==> src/rtl/xadc_pkg.sv <==
// Shared types and constants for the XADC DRP scheduler.
package xadc_pkg;

    localparam int DRP_AW   = 7;
    localparam int DRP_DW   = 16;
    localparam int SAMPLE_W = 12;
    localparam int CHAN_W   = 5;

    // XADC DRP register map: status/result registers and configuration registers.
    localparam logic [DRP_AW-1:0] ADDR_STATUS_FIRST = 7'h00;
    localparam logic [DRP_AW-1:0] ADDR_STATUS_LAST  = 7'h1F;
    localparam logic [DRP_AW-1:0] ADDR_CFG0         = 7'h40;
    localparam logic [DRP_AW-1:0] ADDR_CFG1         = 7'h41;
    localparam logic [DRP_AW-1:0] ADDR_CFG2         = 7'h42;

    typedef enum logic [1:0] {
        IDLE,
        ISSUE,
        WAIT
    } state_e;

    typedef enum logic {
        OWN_SAMPLE,
        OWN_CFG
    } owner_e;

    // Result register of a channel sits at the channel number itself.
    function automatic logic [DRP_AW-1:0] sample_addr(input logic [CHAN_W-1:0] chan);
        return {2'b00, chan};
    endfunction

endpackage

==> src/rtl/xadc_drp_scheduler.sv <==
// Shares the XADC DRP port between the end-of-conversion sample path and a
// host configuration port, with overrun detection and a DRP timeout.
module xadc_drp_scheduler
    import xadc_pkg::*;
#(
    parameter int TIMEOUT_CYCLES = 64
) (
    input  logic                clk,
    input  logic                rst,
    input  logic                eoc_i,
    input  logic [CHAN_W-1:0]   channel_i,
    input  logic                cfg_req_i,
    input  logic                cfg_we_i,
    input  logic [DRP_AW-1:0]   cfg_addr_i,
    input  logic [DRP_DW-1:0]   cfg_wdata_i,
    output logic                cfg_ack_o,
    output logic [DRP_DW-1:0]   cfg_rdata_o,
    output logic                cfg_err_o,
    output logic                drp_den_o,
    output logic                drp_dwe_o,
    output logic [DRP_AW-1:0]   drp_daddr_o,
    output logic [DRP_DW-1:0]   drp_di_o,
    input  logic                drp_drdy_i,
    input  logic [DRP_DW-1:0]   drp_do_i,
    output logic [SAMPLE_W-1:0] sample_data_o,
    output logic [CHAN_W-1:0]   sample_chan_o,
    output logic                sample_valid_o,
    output logic                overrun_o,
    output logic                timeout_o,
    output logic                busy_o
);

    // Timer holds the number of cycles elapsed since DEN.
    localparam logic [9:0] TMO_LAST = 10'(TIMEOUT_CYCLES - 1);

    state_e                state_q, state_d;
    owner_e                owner_q, owner_d;
    logic                  last_cfg_q, last_cfg_d;
    logic                  settle_q, settle_d;
    logic                  pend_q, pend_d;
    logic [CHAN_W-1:0]     pend_chan_q, pend_chan_d;
    logic [DRP_AW-1:0]     addr_q, addr_d;
    logic [DRP_DW-1:0]     di_q, di_d;
    logic                  dwe_q, dwe_d;
    logic [9:0]            timer_q, timer_d;
    logic                  cfg_ack_q, cfg_ack_d;
    logic [DRP_DW-1:0]     cfg_rdata_q, cfg_rdata_d;
    logic                  cfg_err_q, cfg_err_d;
    logic                  sample_valid_q, sample_valid_d;
    logic [SAMPLE_W-1:0]   sample_data_q, sample_data_d;
    logic [CHAN_W-1:0]     sample_chan_q, sample_chan_d;
    logic                  overrun_q, overrun_d;
    logic                  timeout_q, timeout_d;

    logic                  arb_open;
    logic                  cfg_elig;
    logic                  grant_cfg;
    logic                  grant_sample;

    // Arbitration: pending sample first, except cfg wins right after a sample
    // grant. No grant in the cycle a completion is reported, so back-to-back
    // accesses are spaced by one extra IDLE cycle.
    always_comb begin
        arb_open     = (state_q == IDLE) && !settle_q;
        cfg_elig     = cfg_req_i && !cfg_ack_q;
        grant_cfg    = arb_open && cfg_elig && (!pend_q || !last_cfg_q);
        grant_sample = arb_open && pend_q && !grant_cfg;
    end

    // Sample pending latch: newest conversion wins, overwriting a pending one flags overrun.
    always_comb begin
        pend_d      = pend_q;
        pend_chan_d = pend_chan_q;
        overrun_d   = 1'b0;
        if (grant_sample) begin
            pend_d = 1'b0;
        end
        if (eoc_i) begin
            pend_d      = 1'b1;
            pend_chan_d = channel_i;
            overrun_d   = pend_q && !grant_sample;
        end
    end

    // Transaction FSM: next state, DRP request registers and completion pulses.
    always_comb begin
        state_d        = state_q;
        owner_d        = owner_q;
        last_cfg_d     = last_cfg_q;
        settle_d       = 1'b0;
        addr_d         = addr_q;
        di_d           = di_q;
        dwe_d          = dwe_q;
        timer_d        = timer_q;
        cfg_ack_d      = 1'b0;
        cfg_rdata_d    = cfg_rdata_q;
        cfg_err_d      = cfg_err_q;
        sample_valid_d = 1'b0;
        sample_data_d  = sample_data_q;
        sample_chan_d  = sample_chan_q;
        timeout_d      = 1'b0;
        case (state_q)
            IDLE: begin
                if (grant_cfg) begin
                    addr_d     = cfg_addr_i;
                    di_d       = cfg_wdata_i;
                    dwe_d      = cfg_we_i;
                    owner_d    = OWN_CFG;
                    last_cfg_d = 1'b1;
                    state_d    = ISSUE;
                end else if (grant_sample) begin
                    addr_d     = sample_addr(pend_chan_q);
                    di_d       = '0;
                    dwe_d      = 1'b0;
                    owner_d    = OWN_SAMPLE;
                    last_cfg_d = 1'b0;
                    state_d    = ISSUE;
                end
            end
            ISSUE: begin
                timer_d = 10'd1;
                state_d = WAIT;
            end
            WAIT: begin
                timer_d = timer_q + 10'd1;
                if (drp_drdy_i) begin
                    state_d  = IDLE;
                    settle_d = 1'b1;
                    if (owner_q == OWN_CFG) begin
                        cfg_ack_d   = 1'b1;
                        cfg_rdata_d = dwe_q ? '0 : drp_do_i;
                        cfg_err_d   = 1'b0;
                    end else begin
                        sample_valid_d = 1'b1;
                        sample_data_d  = drp_do_i[DRP_DW-1:DRP_DW-SAMPLE_W];
                        sample_chan_d  = addr_q[CHAN_W-1:0];
                    end
                end else if (timer_q == TMO_LAST) begin
                    state_d   = IDLE;
                    settle_d  = 1'b1;
                    timeout_d = 1'b1;
                    if (owner_q == OWN_CFG) begin
                        cfg_ack_d   = 1'b1;
                        cfg_rdata_d = '0;
                        cfg_err_d   = 1'b1;
                    end
                end
            end
            default: state_d = IDLE;
        endcase
    end

    // State and output registers; reset abandons any transaction in flight.
    always_ff @(posedge clk) begin
        if (rst) begin
            state_q        <= IDLE;
            owner_q        <= OWN_CFG;
            last_cfg_q     <= 1'b1;
            settle_q       <= 1'b0;
            pend_q         <= 1'b0;
            pend_chan_q    <= '0;
            addr_q         <= '0;
            di_q           <= '0;
            dwe_q          <= 1'b0;
            timer_q        <= '0;
            cfg_ack_q      <= 1'b0;
            cfg_rdata_q    <= '0;
            cfg_err_q      <= 1'b0;
            sample_valid_q <= 1'b0;
            sample_data_q  <= '0;
            sample_chan_q  <= '0;
            overrun_q      <= 1'b0;
            timeout_q      <= 1'b0;
        end else begin
            state_q        <= state_d;
            owner_q        <= owner_d;
            last_cfg_q     <= last_cfg_d;
            settle_q       <= settle_d;
            pend_q         <= pend_d;
            pend_chan_q    <= pend_chan_d;
            addr_q         <= addr_d;
            di_q           <= di_d;
            dwe_q          <= dwe_d;
            timer_q        <= timer_d;
            cfg_ack_q      <= cfg_ack_d;
            cfg_rdata_q    <= cfg_rdata_d;
            cfg_err_q      <= cfg_err_d;
            sample_valid_q <= sample_valid_d;
            sample_data_q  <= sample_data_d;
            sample_chan_q  <= sample_chan_d;
            overrun_q      <= overrun_d;
            timeout_q      <= timeout_d;
        end
    end

    assign drp_den_o      = (state_q == ISSUE);
    assign drp_dwe_o      = dwe_q && drp_den_o;
    assign drp_daddr_o    = addr_q;
    assign drp_di_o       = di_q;
    assign cfg_ack_o      = cfg_ack_q;
    assign cfg_rdata_o    = cfg_rdata_q;
    assign cfg_err_o      = cfg_err_q;
    assign sample_valid_o = sample_valid_q;
    assign sample_data_o  = sample_data_q;
    assign sample_chan_o  = sample_chan_q;
    assign overrun_o      = overrun_q;
    assign timeout_o      = timeout_q;
    assign busy_o         = (state_q != IDLE);

endmodule

==> config.mk <==
export PLATFORM = sky130hd
export DESIGN_NAME = xadc_drp_scheduler
export DESIGN_NICKNAME = d
export VERILOG_FILES = /design/src/rtl/xadc_pkg.sv /design/src/rtl/xadc_drp_scheduler.sv
export SDC_FILE = /design/constraint.sdc
export NUM_CORES = 1
export LEC_CHECK = 0
export CAP_MARGIN = 0
export CORE_ASPECT_RATIO = 0.5
export CORE_MARGIN = 2
export CORE_UTILIZATION = 35
export DETAILED_ROUTE_END_ITERATION = 8
export DONT_BUFFER_PORTS = 1
export GPL_TIMING_DRIVEN = 0
export SETUP_SLACK_MARGIN = 0.4
export SLEW_MARGIN = 40
export SYNTH_ARGS = -nofsm -noshare
export SYNTH_HDL_FRONTEND = slang
export SYNTH_SLANG_ARGS = --single-unit
==> constraint.sdc <==
create_clock -name clk -period 1.5 [get_ports clk]
set_input_delay 0.3 -clock clk [delete_from_list [all_inputs] [get_ports clk]]
set_output_delay 0.3 -clock clk [all_outputs]
set_load 0.1 [all_outputs]
==> flow_metrics.py, run 1 <==
metrics = {
    "status": {
        "violations": "negative setup slack",
        "status": "finished, violations left",
    },
    "synthesis": {
        "synthArstFlopShare_pct": 0,
        "synth_edf_count": 0,
        "synth.most_common_cell": "dfxtp_1",
        "ys_ff_latch": 82,
        "synth_cell_types": 44,
        "synth_top_area_share_pct": 53.4,
        "ys_seq_area_share_pct": 53.4,
        "synth.area.top_cells": "dfxtp_1 (53%), nand2_1 (4.9%), nor2_1 (4.9%), a22oi_1 (4.6%), a22o_1 (4.6%)",
        "synth_top_area_cell": "dfxtp_1",
        "netlist_area_mm2": 0.00308,
        "syn_inst": 317,
        "syn_avg_cell_area_um2": 9.71,
        "yosys-top-cells-count": "dfxtp_1 (82), nand2_1 (40), nor2_1 (40)",
        "syn_nets": 372,
        "yosys_most_used_dff": "dfxtp_1",
        "ys_warn_count": 0,
    },
    "die": {
        "dieArea_mm2": 0.00960,
        "die_width_um": 137,
        "start_util_pct": 35.7,
        "core_mm2": 0.00862,
        "num_rows": 24,
        "num_io_pins": 114,
        "die_y_um": 70.3,
    },
    "sta": {
        "setup_viol": 53,
        "slew_headroom_pct": 62.2,
        "min_period_over_period_pct": 119,
        "clock_skew_ps": 7.65,
        "hold_viol": 0,
        "whs_ps": 25.6,
        "fin_crit_ps": 1790,
        "max_freq_mhz": 559,
        "drv_slew": 0,
        "tightest_slew_ps": 567,
        "rsz0062_at_grt": "true",
        "timing.final.ws_setup_ps": -288,
    },
    "routing": {
        "viasPerCell": 5.11,
        "wl_per_cell_um": 17.8,
        "dr.pass1.iters": 4,
        "first_iter_violations": 81,
        "drc": 0,
        "vias": 2510,
        "routed_wl_mm": 8.76,
        "antenna_left": 0,
    },
    "cells_and_area": {
        "register_area_mm2": 0.00189,
        "drive_gt1_share_pct": 56.7,
        "final_nets": 424,
        "final_area_mm2": 0.00473,
        "final_cells": 491,
        "multiInputGateArea_mm2": 0.00169,
        "syn_to_final_growth_pct": 53.6,
        "antenna_cells": 0,
        "fill_cells": 690,
    },
    "global_route": {
        "grt_first_pass_wirelength_mm": 13.3,
        "grt_overflow_total": 0,
        "globalRouteTotalUtil_pct": 18.1,
        "grt_pass1_vias": 2677,
        "grt_antenna_before_repair": 0,
        "grt_max_degree": 15,
    },
    "power": {
        "power_mw": 9.29,
        "pwr_density_cell_mw_per_mm2": 1970,
        "leakagePower_nw": 1.72,
        "vdd_drop_max_mv": 0.753,
    },
    "clock_tree": {
        "cts-root-buf": "clkbuf_16",
        "numCtsBuffers": 9,
        "clkSlewWorstSetupHoldPaths_ps": 60,
        "cts.htree.levels": 3,
        "cts_sinks": 82,
        "clock_latency_ps": 330,
        "clk_path_buf_depth": 2,
        "cts_tree": "yes",
    },
    "setup_path": {
        "crit_family": "simple AND/OR/NAND/NOR gates",
        "startpoint_type": "flop",
        "slowest_stage": "and2_4",
        "path_max_fanout": 3,
        "cpPeakStageDelay_ps": 400,
        "cp.arrival_ps": 1490,
        "worstSetupEndpointType": "output port",
        "crit_required_ps": 1200,
        "critPathKind": "flop to output port",
        "cp_cell_sequence": "inv_4, ha_4, and2_4",
        "path_buf_inv": 1,
    },
    "placement": {
        "io_buffer_count": 0,
        "dp_slack_ps": -240,
        "dp.final_hpwl_mm": 5.56,
        "gp_congestion": 0.737,
        "placed_cell_area_mm2": 0.00344,
        "placed_cells": 434,
    },
    "min_path": {
        "min_path_type": "input pin to flop",
    },
    "run": {
        "cap_violations": 0,
    },
}
## worst reg2reg max path: stages (launching register included)
cell        delay (ps)
dfxtp_4            350
inv_4               60
buf_4              110
ha_4               150
clkinvlp_4         430
a2bb2oi_2          310
mux2i_1            180
## logic make-up (layout without fill, tap and decap cells)
| family | after synthesis | after routing | synth area share [%] |
|---|---|---|---|
| and+or+nand+nor | 112 | 112 | 17.4 |
| buffers and inverters | 27 | 84 | 3.90 |
| AOI/OAI and AO/OA | 75 | 75 | 18.4 |
| adders and majority gates | 5 | 5 | 2.03 |
| muxes | 9 | 9 | 2.93 |
| xor gates and xnor gates | 7 | 7 | 1.99 |
| DFF | 82 | 82 | 53.4 |
## layout by cell type (no fill, tap or decap), types with 7 or more instances in the layout
cell / Yosys / routed
a21oi_1: 23 / 19
buf_6: 1 / 16
dfxtp_1: 82 / 14
mux2i_1: 9 / 7
dfxtp_4: 0 / 66
a22o_1: 16 / 16
a22oi_2: 0 / 19
nor2_1: 40 / 35
clkbuf_16: 0 / 10
buf_4: 1 / 25
nand2_1: 40 / 36
## layer usage
layer | vias to the layer above | routed length, um | GRT usage (%)
li1 | 1210 | - | -
met1 | 1225 | 3470 | 19.1
met2 | 63 | 4700 | 34.2
met3 | 12 | 491 | 5.23
met4 | 0 | 98 | 6.60
met5 | - | 0 | 0
## where the power goes
part / internal, mW / leakage [nW] / switching [mW]
Clock: 1.63 / 0.166 / 0.868
Sequential: 2.45 / 0.718 / 1.46
Combinational: 1.47 / 0.835 / 1.41
Total: 5.55 / 1.72 / 3.74
## area by class of cell
cell class,count,share of cell area (%)
inverter,9,0.900
clock inverter,7,2.46
tap,117,3.10
buffer,18,3.76
timing repair buffer,41,9.27
multi-input combinational,208,35.7
clock buffer,9,4.77
sequential,82,40.0
## stage by stage
| stage | TNS, ps | util (%) |
|---|---|---|
| floorplan | -27.0 | - |
| global placement | -4340 | 39.9 |
| detailed placement | -6200 | 39.9 |
| CTS | -5160 | 53.1 |
| global route | -8650 | 54.8 |
| finish | -5350 | 54.8 |
## final timing paths
path / start / cells after the start / slack (ps) / end
worst min-delay path: drp_drdy_i / 1 / 30 / timeout_o
worst max register to register: state_q[1] / 6 / -190 / state_q[0]
worst max-delay path: state_q[1] / 3 / -290 / drp_dwe_o
worst min register to register: pend_chan_q[2] / 2 / 530 / pend_chan_q[2]
## sequential cells by signal, indices dropped and copies added (netlist names)
signal / count
timeout_o: 1
last_cfg_q: 1
sample_valid_o: 1
cfg_rdata_o: 16
pend_chan_q: 5
overrun_o: 1
pend_q: 1
state_q: 2
drp_daddr_o: 7
cfg_err_o: 1
cfg_ack_o: 1
settle_q: 1
dwe_q: 1
sample_chan_o: 5
sample_data_o: 12
timer_q: 10
drp_di_o: 16
## timing repair
item	4_1_cts	5_1_grt
gates cloned	4	0
pin swaps	43	19
endpoints found under the setup margin	146	141
hold buffers	0	0
buffers inserted	29	8
resized for setup	130	25
(Power assumes the default switching activity.)
==> inputs of run 2 (changes only) <==
--- a/config.mk
+++ b/config.mk
@@ -7,7 +7,7 @@
 export LEC_CHECK = 0
 export CAP_MARGIN = 0
 export CORE_ASPECT_RATIO = 0.5
-export CORE_MARGIN = 2
+export CORE_MARGIN = 1
 export CORE_UTILIZATION = 35
 export DETAILED_ROUTE_END_ITERATION = 8
 export DONT_BUFFER_PORTS = 1
==> run 2 against run 1 <==
  * The flow still finishes with violations (negative setup slack)
  * Utilization up 3.9 points
  * Sequential share of layout area decreased by 1.2 points
  * Clock-buffer cell count grew 1
  * Sequential power is essentially flat
  * Clock power is 14% lower
  * Cell area grew 2.7%
  * Maximum frequency grew 0.75%
  * Register-to-register slack got worse by 40 ps
  * Combinational power is 8.0% higher
  * Global-route usage shrank 0.065 points
  * Worst hold slack gained 2.7 ps
  * Critical path type unchanged
  * Highest routed layer unchanged
==> flow_metrics.py, run 2 (same netlist as run 1, synthesis figures left out) <==
metrics = {
    "sta": {
        "max_freq_mhz": 564,
        "slew_headroom_pct": 53.2,
        "clock_skew_ps": 7.63,
        "hold_viol": 0,
        "tightest_slew_ps": 701,
        "timing.final.ws_setup_ps": -274,
        "setup_viol": 71,
        "min_period_over_period_pct": 118,
        "drv_slew": 0,
        "fin_crit_ps": 1770,
        "tns_ps": -8320,
        "rsz0062_at_grt": "true",
    },
    "power": {
        "leakagePower_nw": 1.77,
        "switching_share_pct": 41.6,
        "combPwrFrac_pct": 33.9,
        "vdd_drop_max_mv": 0.873,
        "pwr-share-seq_pct": 42.7,
        "p_clk_share_pct": 23.4,
        "p_switching_mw": 3.82,
        "p_int_mw": 5.37,
        "power_mw": 9.19,
        "pwr_density_cell_mw_per_mm2": 1890,
    },
    "clock_tree": {
        "clk_path_buf_depth": 2,
        "cts_tree": "yes",
        "clkSlewWorstSetupHoldPaths_ps": 60,
        "cts.htree.levels": 3,
        "cts_sinks": 82,
        "clock_latency_ps": 330,
        "hold_buffers": 0,
        "cts-root-buf": "clkbuf_16",
        "numCtsBuffers": 9,
    },
    "placement": {
        "gp_congestion": 0.735,
        "placed_cells": 429,
        "dp.final_hpwl_mm": 5.39,
        "io_buffer_count": 0,
        "placed_cell_area_mm2": 0.00343,
    },
    "die": {
        "num_io_pins": 114,
        "start_util_pct": 37.3,
        "dieArea_mm2": 0.00919,
        "die_y_um": 68.3,
        "core_mm2": 0.00826,
        "die_width_um": 135,
        "num_rows": 23,
    },
    "run": {
        "cap_violations": 0,
    },
    "global_route": {
        "grt_pass1_vias": 2388,
        "grtUsageMet1_pct": 20.5,
        "use_met2_pct": 31.7,
        "grt.busiest_layer": "met2",
        "grt_antenna_before_repair": 0,
        "grt_overflow_total": 0,
        "use_met3_pct": 7.56,
        "grt_max_degree": 15,
        "grt_first_pass_wirelength_mm": 12.3,
        "globalRouteTotalUtil_pct": 18.1,
    },
    "setup_path": {
        "crit_required_ps": 1200,
        "cp_cell_sequence": "inv_4, ha_4, and2_4",
        "critPathKind": "flop to output port",
        "cp.arrival_ps": 1470,
        "startpoint_type": "flop",
        "path_max_fanout": 3,
        "worstSetupEndpointType": "output port",
        "crit_family": "simple AND/OR/NAND/NOR gates",
        "cpPeakStageDelay_ps": 390,
        "slowest_stage": "and2_4",
        "path_buf_inv": 1,
    },
    "routing": {
        "vias": 2540,
        "routed_wl_mm": 9.08,
        "drc": 0,
        "viasPerCell": 5.19,
        "antenna_left": 0,
        "dr.pass1.iters": 4,
        "first_iter_violations": 97,
        "wl_per_cell_um": 18.6,
    },
    "cells_and_area": {
        "fill_cells": 625,
        "final_common_cell": "dfxtp_4",
        "final_cells": 489,
        "final_cell_mix": "dfxtp_4 (64), nor2_1 (38), buf_6 (24), nand2_1 (23), buf_4 (17)",
        "final_nets": 427,
        "final_area_mm2": 0.00485,
        "drive_gt1_share_pct": 61.0,
        "antenna_cells": 0,
        "syn_to_final_growth_pct": 57.7,
    },
    "min_path": {
        "min_path_type": "input pin to flop",
    },
    "status": {
        "status": "finished, violations left",
        "violations": "negative setup slack",
    },
}
==> run 2: cell types whose count changed in the layout (fill, tap and decap cells not counted), moves of 8 or more <==
cell,delta
a21oi_1,-9
a21oi_2,+8
buf_4,-8
buf_6,+8
nand2_1,-13
nand2_2,+10
==> run 2: area by class of cell <==
type	instances	area (um2)	share of cell area, %
buffer	18	195	4.02
clock buffer	10	229	4.72
clock inverter	6	66.3	1.37
inverter	9	45.0	0.928
multi-input combinational	208	1790	36.8
sequential	82	1880	38.8
tap	112	140	2.89
timing repair buffer	44	507	10.4
==> run 2: metrics by stage <==
stage	hold WS, ps	util [%]	setup WS (ps)
floorplan	371	-	-7.32
global placement	380	41.5	-181
detailed placement	380	41.6	-241
CTS	24.5	54.1	-290
global route	15.1	58.7	-302
finish	28.3	58.7	-274
==> run 2: path summary, 6_finish.rpt <==
check,start,endpoint,slack (ps),cells after the start
worst max-delay path,state_q[1],drp_dwe_o,-270,3
worst min register to register,pend_q,overrun_o,520,2
worst min-delay path,drp_drdy_i,timeout_o,30,1
worst max register to register,state_q[1],drp_daddr_o[1],-230,9
==> run 2: metal layers <==
| layer | share of wire (%) | vias up |
|---|---|---|
| met1 | 43 | 1253 |
| met4 | 0.52 | 0 |
| li1 | - | 1214 |
| met5 | 0 | - |
| met3 | 5.7 | 4 |
| met2 | 50 | 69 |
==> run 2: repair_timing <==
item | 4_1_cts | 5_1_grt
endpoints found under the setup margin | 146 | 141
cloned | 5 | 2
gates resized for setup | 129 | 66
pin swaps | 31 | 37
buffers inserted | 28 | 9
==> run 2: power by group through the flow <==
stage | clock network, mW | registers [mW] | logic [mW]
4_1_cts | 2.20 | 3.89 | 2.63
6_report | 2.15 | 3.92 | 3.11
2_1_floorplan | 0 | 3.87 | 1.38
3_3_place_gp | 0 | 3.93 | 1.55
5_1_grt | 2.32 | 3.95 | 3.31
3_5_place_dp | 0 | 3.94 | 1.60
==> inputs of run 3 (changes only) <==
--- a/config.mk
+++ b/config.mk
@@ -5,7 +5,7 @@
 export SDC_FILE = /design/constraint.sdc
 export NUM_CORES = 1
 export LEC_CHECK = 0
-export CAP_MARGIN = 0
+export CAP_MARGIN = 25
 export CORE_ASPECT_RATIO = 0.5
 export CORE_MARGIN = 1
 export CORE_UTILIZATION = 35
@@ -17,3 +17,4 @@
 export SYNTH_ARGS = -nofsm -noshare
 export SYNTH_HDL_FRONTEND = slang
 export SYNTH_SLANG_ARGS = --single-unit
+export TNS_END_PERCENT = 50
==> run 3 against run 2 <==
  * The flow still finishes with violations (negative setup slack)
  * Via count shrank 3.6%
  * Critical path depth is the same
  * Flip-flop and latch count is the same
  * Setup slack gained 0.78 ps
  * Die area is the same
  * Highest routed layer unchanged
  * Critical path type unchanged
  * Non-clock buffer count shrank 16
==> flow_metrics.py, run 3 (same netlist as run 1, synthesis figures left out) <==
metrics = {
    "clock_tree": {
        "cts_sinks": 82,
        "cts-root-buf": "clkbuf_16",
        "hold_buffers": 0,
        "cts_tree": "yes",
        "clock_latency_ps": 330,
        "numCtsBuffers": 9,
        "clkSlewWorstSetupHoldPaths_ps": 60,
        "cts.htree.levels": 3,
        "clk_path_buf_depth": 2,
    },
    "setup_path": {
        "worst_r2r_path_depth": 6,
        "path_max_fanout": 3,
        "slowest_stage": "and2_4",
        "critPathKind": "flop to output port",
        "cpPeakStageDelay_ps": 400,
        "worstSetupEndpointType": "output port",
        "cp.arrival_ps": 1470,
        "cp_cell_sequence": "inv_4, ha_4, and2_4",
        "crit_required_ps": 1200,
        "startpoint_type": "flop",
    },
    "sta": {
        "max_freq_mhz": 564,
        "min_period_over_period_pct": 118,
        "timing.final.ws_setup_ps": -274,
        "fin_crit_ps": 1770,
        "drv_slew": 0,
        "slew_headroom_pct": 60.0,
        "whs_ps": 25.6,
        "clock_skew_ps": 4.40,
        "tightest_slew_ps": 600,
        "tns_ps": -5440,
        "setup_viol": 46,
        "rsz0062_at_grt": "true",
        "hold_viol": 0,
    },
    "routing": {
        "wl_met1_mm": 3.37,
        "antenna_left": 0,
        "first_iter_violations": 91,
        "vias": 2448,
        "wl_met2_mm": 4.30,
        "viasPerCell": 5.20,
        "routed_wl_mm": 8.36,
        "drc": 0,
        "dr.pass1.iters": 4,
        "route.met3.wl_um": 538,
        "wl_per_cell_um": 17.7,
        "routed.top_layer": "met4",
    },
    "cells_and_area": {
        "antenna_cells": 0,
        "final_nets": 411,
        "final_common_cell": "dfxtp_4",
        "syn_to_final_growth_pct": 45.1,
        "final_area_mm2": 0.00446,
        "final_cell_mix": "dfxtp_4 (60), nor2_1 (39), nand2_1 (34), a21oi_1 (21), a22o_1 (16)",
        "drive_gt1_share_pct": 51.8,
        "final_cells": 471,
    },
    "placement": {
        "placed_cells": 429,
        "io_buffer_count": 0,
        "dp.final_hpwl_mm": 5.50,
        "gp_congestion": 0.746,
        "placed_cell_area_mm2": 0.00340,
    },
    "die": {
        "die_width_um": 135,
        "core_mm2": 0.00826,
        "start_util_pct": 37.3,
        "die_y_um": 68.3,
        "num_io_pins": 114,
        "num_rows": 23,
        "dieArea_mm2": 0.00919,
    },
    "min_path": {
        "whs_path_depth": 1,
        "min_path_type": "input pin to flop",
    },
    "power": {
        "power_mw": 8.32,
        "vdd_drop_max_mv": 0.966,
        "pwr_density_cell_mw_per_mm2": 1860,
        "leakagePower_nw": 1.60,
    },
    "status": {
        "status": "finished, violations left",
        "violations": "negative setup slack",
    },
    "global_route": {
        "grt_antenna_before_repair": 0,
        "grt_max_degree": 13,
        "grt_overflow_total": 0,
        "globalRouteTotalUtil_pct": 17.8,
        "grt_pass1_vias": 2361,
        "grt_first_pass_wirelength_mm": 12.1,
    },
    "run": {
        "cap_violations": 0,
    },
}
## run 3: per-layer routing
layer,track usage (%),vias up
met2,31.3,66
met1,19.9,1190
met5,0,-
li1,-,1179
met3,6.74,13
met4,7.16,0
## run 3: final cells by class
| type | count | area [um2] |
|---|---|---|
| buffer | 18 | 174 |
| sequential | 82 | 1880 |
| timing repair buffer | 28 | 320 |
| tap | 112 | 140 |
| multi-input combinational | 208 | 1650 |
| fill | 677 | 3800 |
| clock buffer | 11 | 243 |
| inverter | 9 | 45.0 |
| clock inverter | 3 | 17.5 |
## run 3: through the flow
step | util (%) | setup slack, ps
global route | 54.0 | -309
floorplan | - | -7.32
finish | 54.0 | -274
detailed placement | 41.2 | -209
CTS | 49.3 | -291
global placement | 40.3 | -163
## run 3: worst paths after layout
kind	start	slack (ps)	endpoint
setup / recovery	state_q[1]	-270	drp_dwe_o
hold / removal	drp_drdy_i	30	timeout_o
setup reg to reg	state_q[1]	-190	state_q[1]
hold reg to reg	pend_chan_q[4]	520	pend_chan_q[4]
## run 3: critical path, delay by kind of cell, from the launching register on
family / cells / cell delay (ps)
fa+ha+maj: 1 / 330
buf+inv: 1 / 60
flops: 1 / 350
simple gates: 1 / 400
## run 3: what timing repair did
item                                    CTS  global route
endpoints found under the setup margin  142           145
cloned                                    4             0
resized for setup                        78            72
pin swaps                                12            31
setup buffers                            10            14
endpoints found under the hold margin     0             0
## run 3: where the power goes
| group | switching [mW] | internal [mW] | leakage (nW) |
|---|---|---|---|
| combinational | 1.27 | 1.20 | 0.757 |
| clock | 0.809 | 1.14 | 0.127 |
| sequential | 1.45 | 2.45 | 0.716 |
==> variant (config.mk and constraints of run 1) <==
Reset style: asynchronous (`rst`), changed in one clocked block.
--- a/src/rtl/xadc_drp_scheduler.sv
+++ b/src/rtl/xadc_drp_scheduler.sv
@@ -151,7 +151,7 @@
     end
 
     // State and output registers; reset abandons any transaction in flight.
-    always_ff @(posedge clk) begin
+    always_ff @(posedge clk or posedge rst) begin
         if (rst) begin
             state_q        <= IDLE;
             owner_q        <= OWN_CFG;
Function: differs if rst is asserted again (counterexample within 4 cycles, from zero or initial values and one cycle with rst high); with rst held inactive, the same outputs for 10 cycles.
==> variant against run 1 <==
- the run ends with hold timing, setup timing left
- cell area increased by 4.4%
- synthesized cell count shrank 12%
- setup slack worse by 0.092 ns
- wire length decreased by 4.9%
- synthesized area grew 8.0%
- maximum frequency fell by 4.9%
- sequential cell count is the same
- die area up 7.6%
- sequential share of layout area grew 6.2 points
- register-to-register slack got worse by 0.12 ns
Power is not shown: default switching activity piles up to over one toggle a cycle in this logic, so the estimate is an artifact.
==> variant: results <==
metrics = {
    "outcome": {
        "status": "finished, violations left",
        "violations": "hold timing, setup timing",
    },
    "global_routing": {
        "grt_pass1_wl_mm": 12.8,
        "grtUsageMet3_pct": 5.12,
        "grtUsageMet2_pct": 28.6,
        "grt_max_degree": 26,
        "track_usage_pct": 16.2,
    },
    "logic_synthesis": {
        "syn_inst": 279,
        "muxShareOfSynthArea_pct": 4.22,
        "yosys.cell_types.count": 39,
        "synth_most_common_cell": "dfrtp_1",
        "synth_xor_area_share_pct": 1.05,
        "ys_seq_area_share_pct": 61.8,
        "syn_nets": 334,
        "async_flop_share_pct": 100,
        "synth_common_cells": "81 x dfrtp_1, 63 x nand2_1, 30 x a22o_1, 11 x o21ai_0",
        "yosys.area_share.adder_pct": 1.88,
    },
    "placement": {
        "gp_congestion": 0.726,
        "hpwl_mm": 5.47,
        "placed_cells": 403,
    },
    "worst_hold_path": {
        "min-delay-path-class": "primary input to async pin",
    },
    "setup_path": {
        "crit_path_top_delay_cell": "clkinvlp_4",
        "critPathLaunch": "state_q[0]",
        "rr_worst_depth": 9,
        "cp_slowest_stage_delay_ns": 0.45,
        "reg2reg_from": "state_q[1]",
        "timing.rr.end": "cfg_rdata_o[7]",
    },
    "timing": {
        "holdWs_ns": -0.137,
        "hold_viol_final": 20,
        "fin_skew_ns": 0.00845,
        "relSlewSlack_pct": 66.9,
        "finalWorstSetupSlack_ns": -0.379,
        "final-setup-viol-count": 75,
        "final.setup.tns_ns": -13.60,
    },
    "finish": {
        "nets": 380,
        "drive_above_1_share_pct": 61.8,
        "final.fill_count": 738,
        "register_area_mm2": 0.00228,
    },
    "routing": {
        "drtIter0Drc": 116,
        "wire_per_inst_um": 18.5,
        "num_vias": 2294,
    },
}
variant: cell count changes in the layout (fill, tap and decap cells not counted), moves of 7 or more:
cell	delta
nor2_1	-31
nand2_4	+12
buf_4	-13
dfrtp_1	+19
a22oi_2	-18
nand2_2	+13
a22o_1	+14
a22o_4	+7
dfxtp_1	-14
a21oi_1	-19
dfxtp_4	-66
dfrtp_4	+61
variant: worst max-delay path by stage:
| stage | to | slack, ns | cells past startpoint |
|---|---|---|---|
| 6_report | busy_o | -0.38 | 3 |
| 5_1_grt | drp_dwe_o | -0.41 | 3 |
| 4_1_cts | drp_dwe_o | -0.40 | 3 |
| 3_5_place_dp | drp_di_o[5] | -0.34 | 6 |
| 3_3_place_gp | cfg_ack_o | -0.31 | 1 |
| 2_1_floorplan | cfg_rdata_o[8] | -0.13 | 8 |
variant: logic make-up after synthesis:
group | after synthesis
xor gates and xnor gates | 4
muxes | 13
adders and majority gates | 5
and+or+nand+nor | 94
DFF | 82
buffers and inverters | 24
AOI/OAI and AO/OA | 57
variant: repair_timing:
action                                 in CTS  in global routing
pin swaps                                  17                 22
cloned                                      2                  2
buffers inserted                           18                 10
endpoints found under the hold margin      20                 20
resized for setup                         132                 46
setup endpoints to repair                 141                141
variant: per-layer routing:
| metal | up-vias | wire length [um] |
|---|---|---|
| li1 | 1058 | - |
| met1 | 1168 | 3420 |
| met2 | 58 | 4430 |
| met3 | 10 | 358 |
| met4 | 0 | 116 |
| met5 | - | 0 |
variant: cell type report:
type / instances / area share (%)
buffer: 15 / 3.50
clock buffer: 14 / 5.35
inverter: 9 / 1.24
timing repair buffer: 35 / 9.48
clock inverter: 2 / 1.22
tap: 121 / 3.07
sequential: 82 / 46.3
multi-input combinational: 173 / 29.9
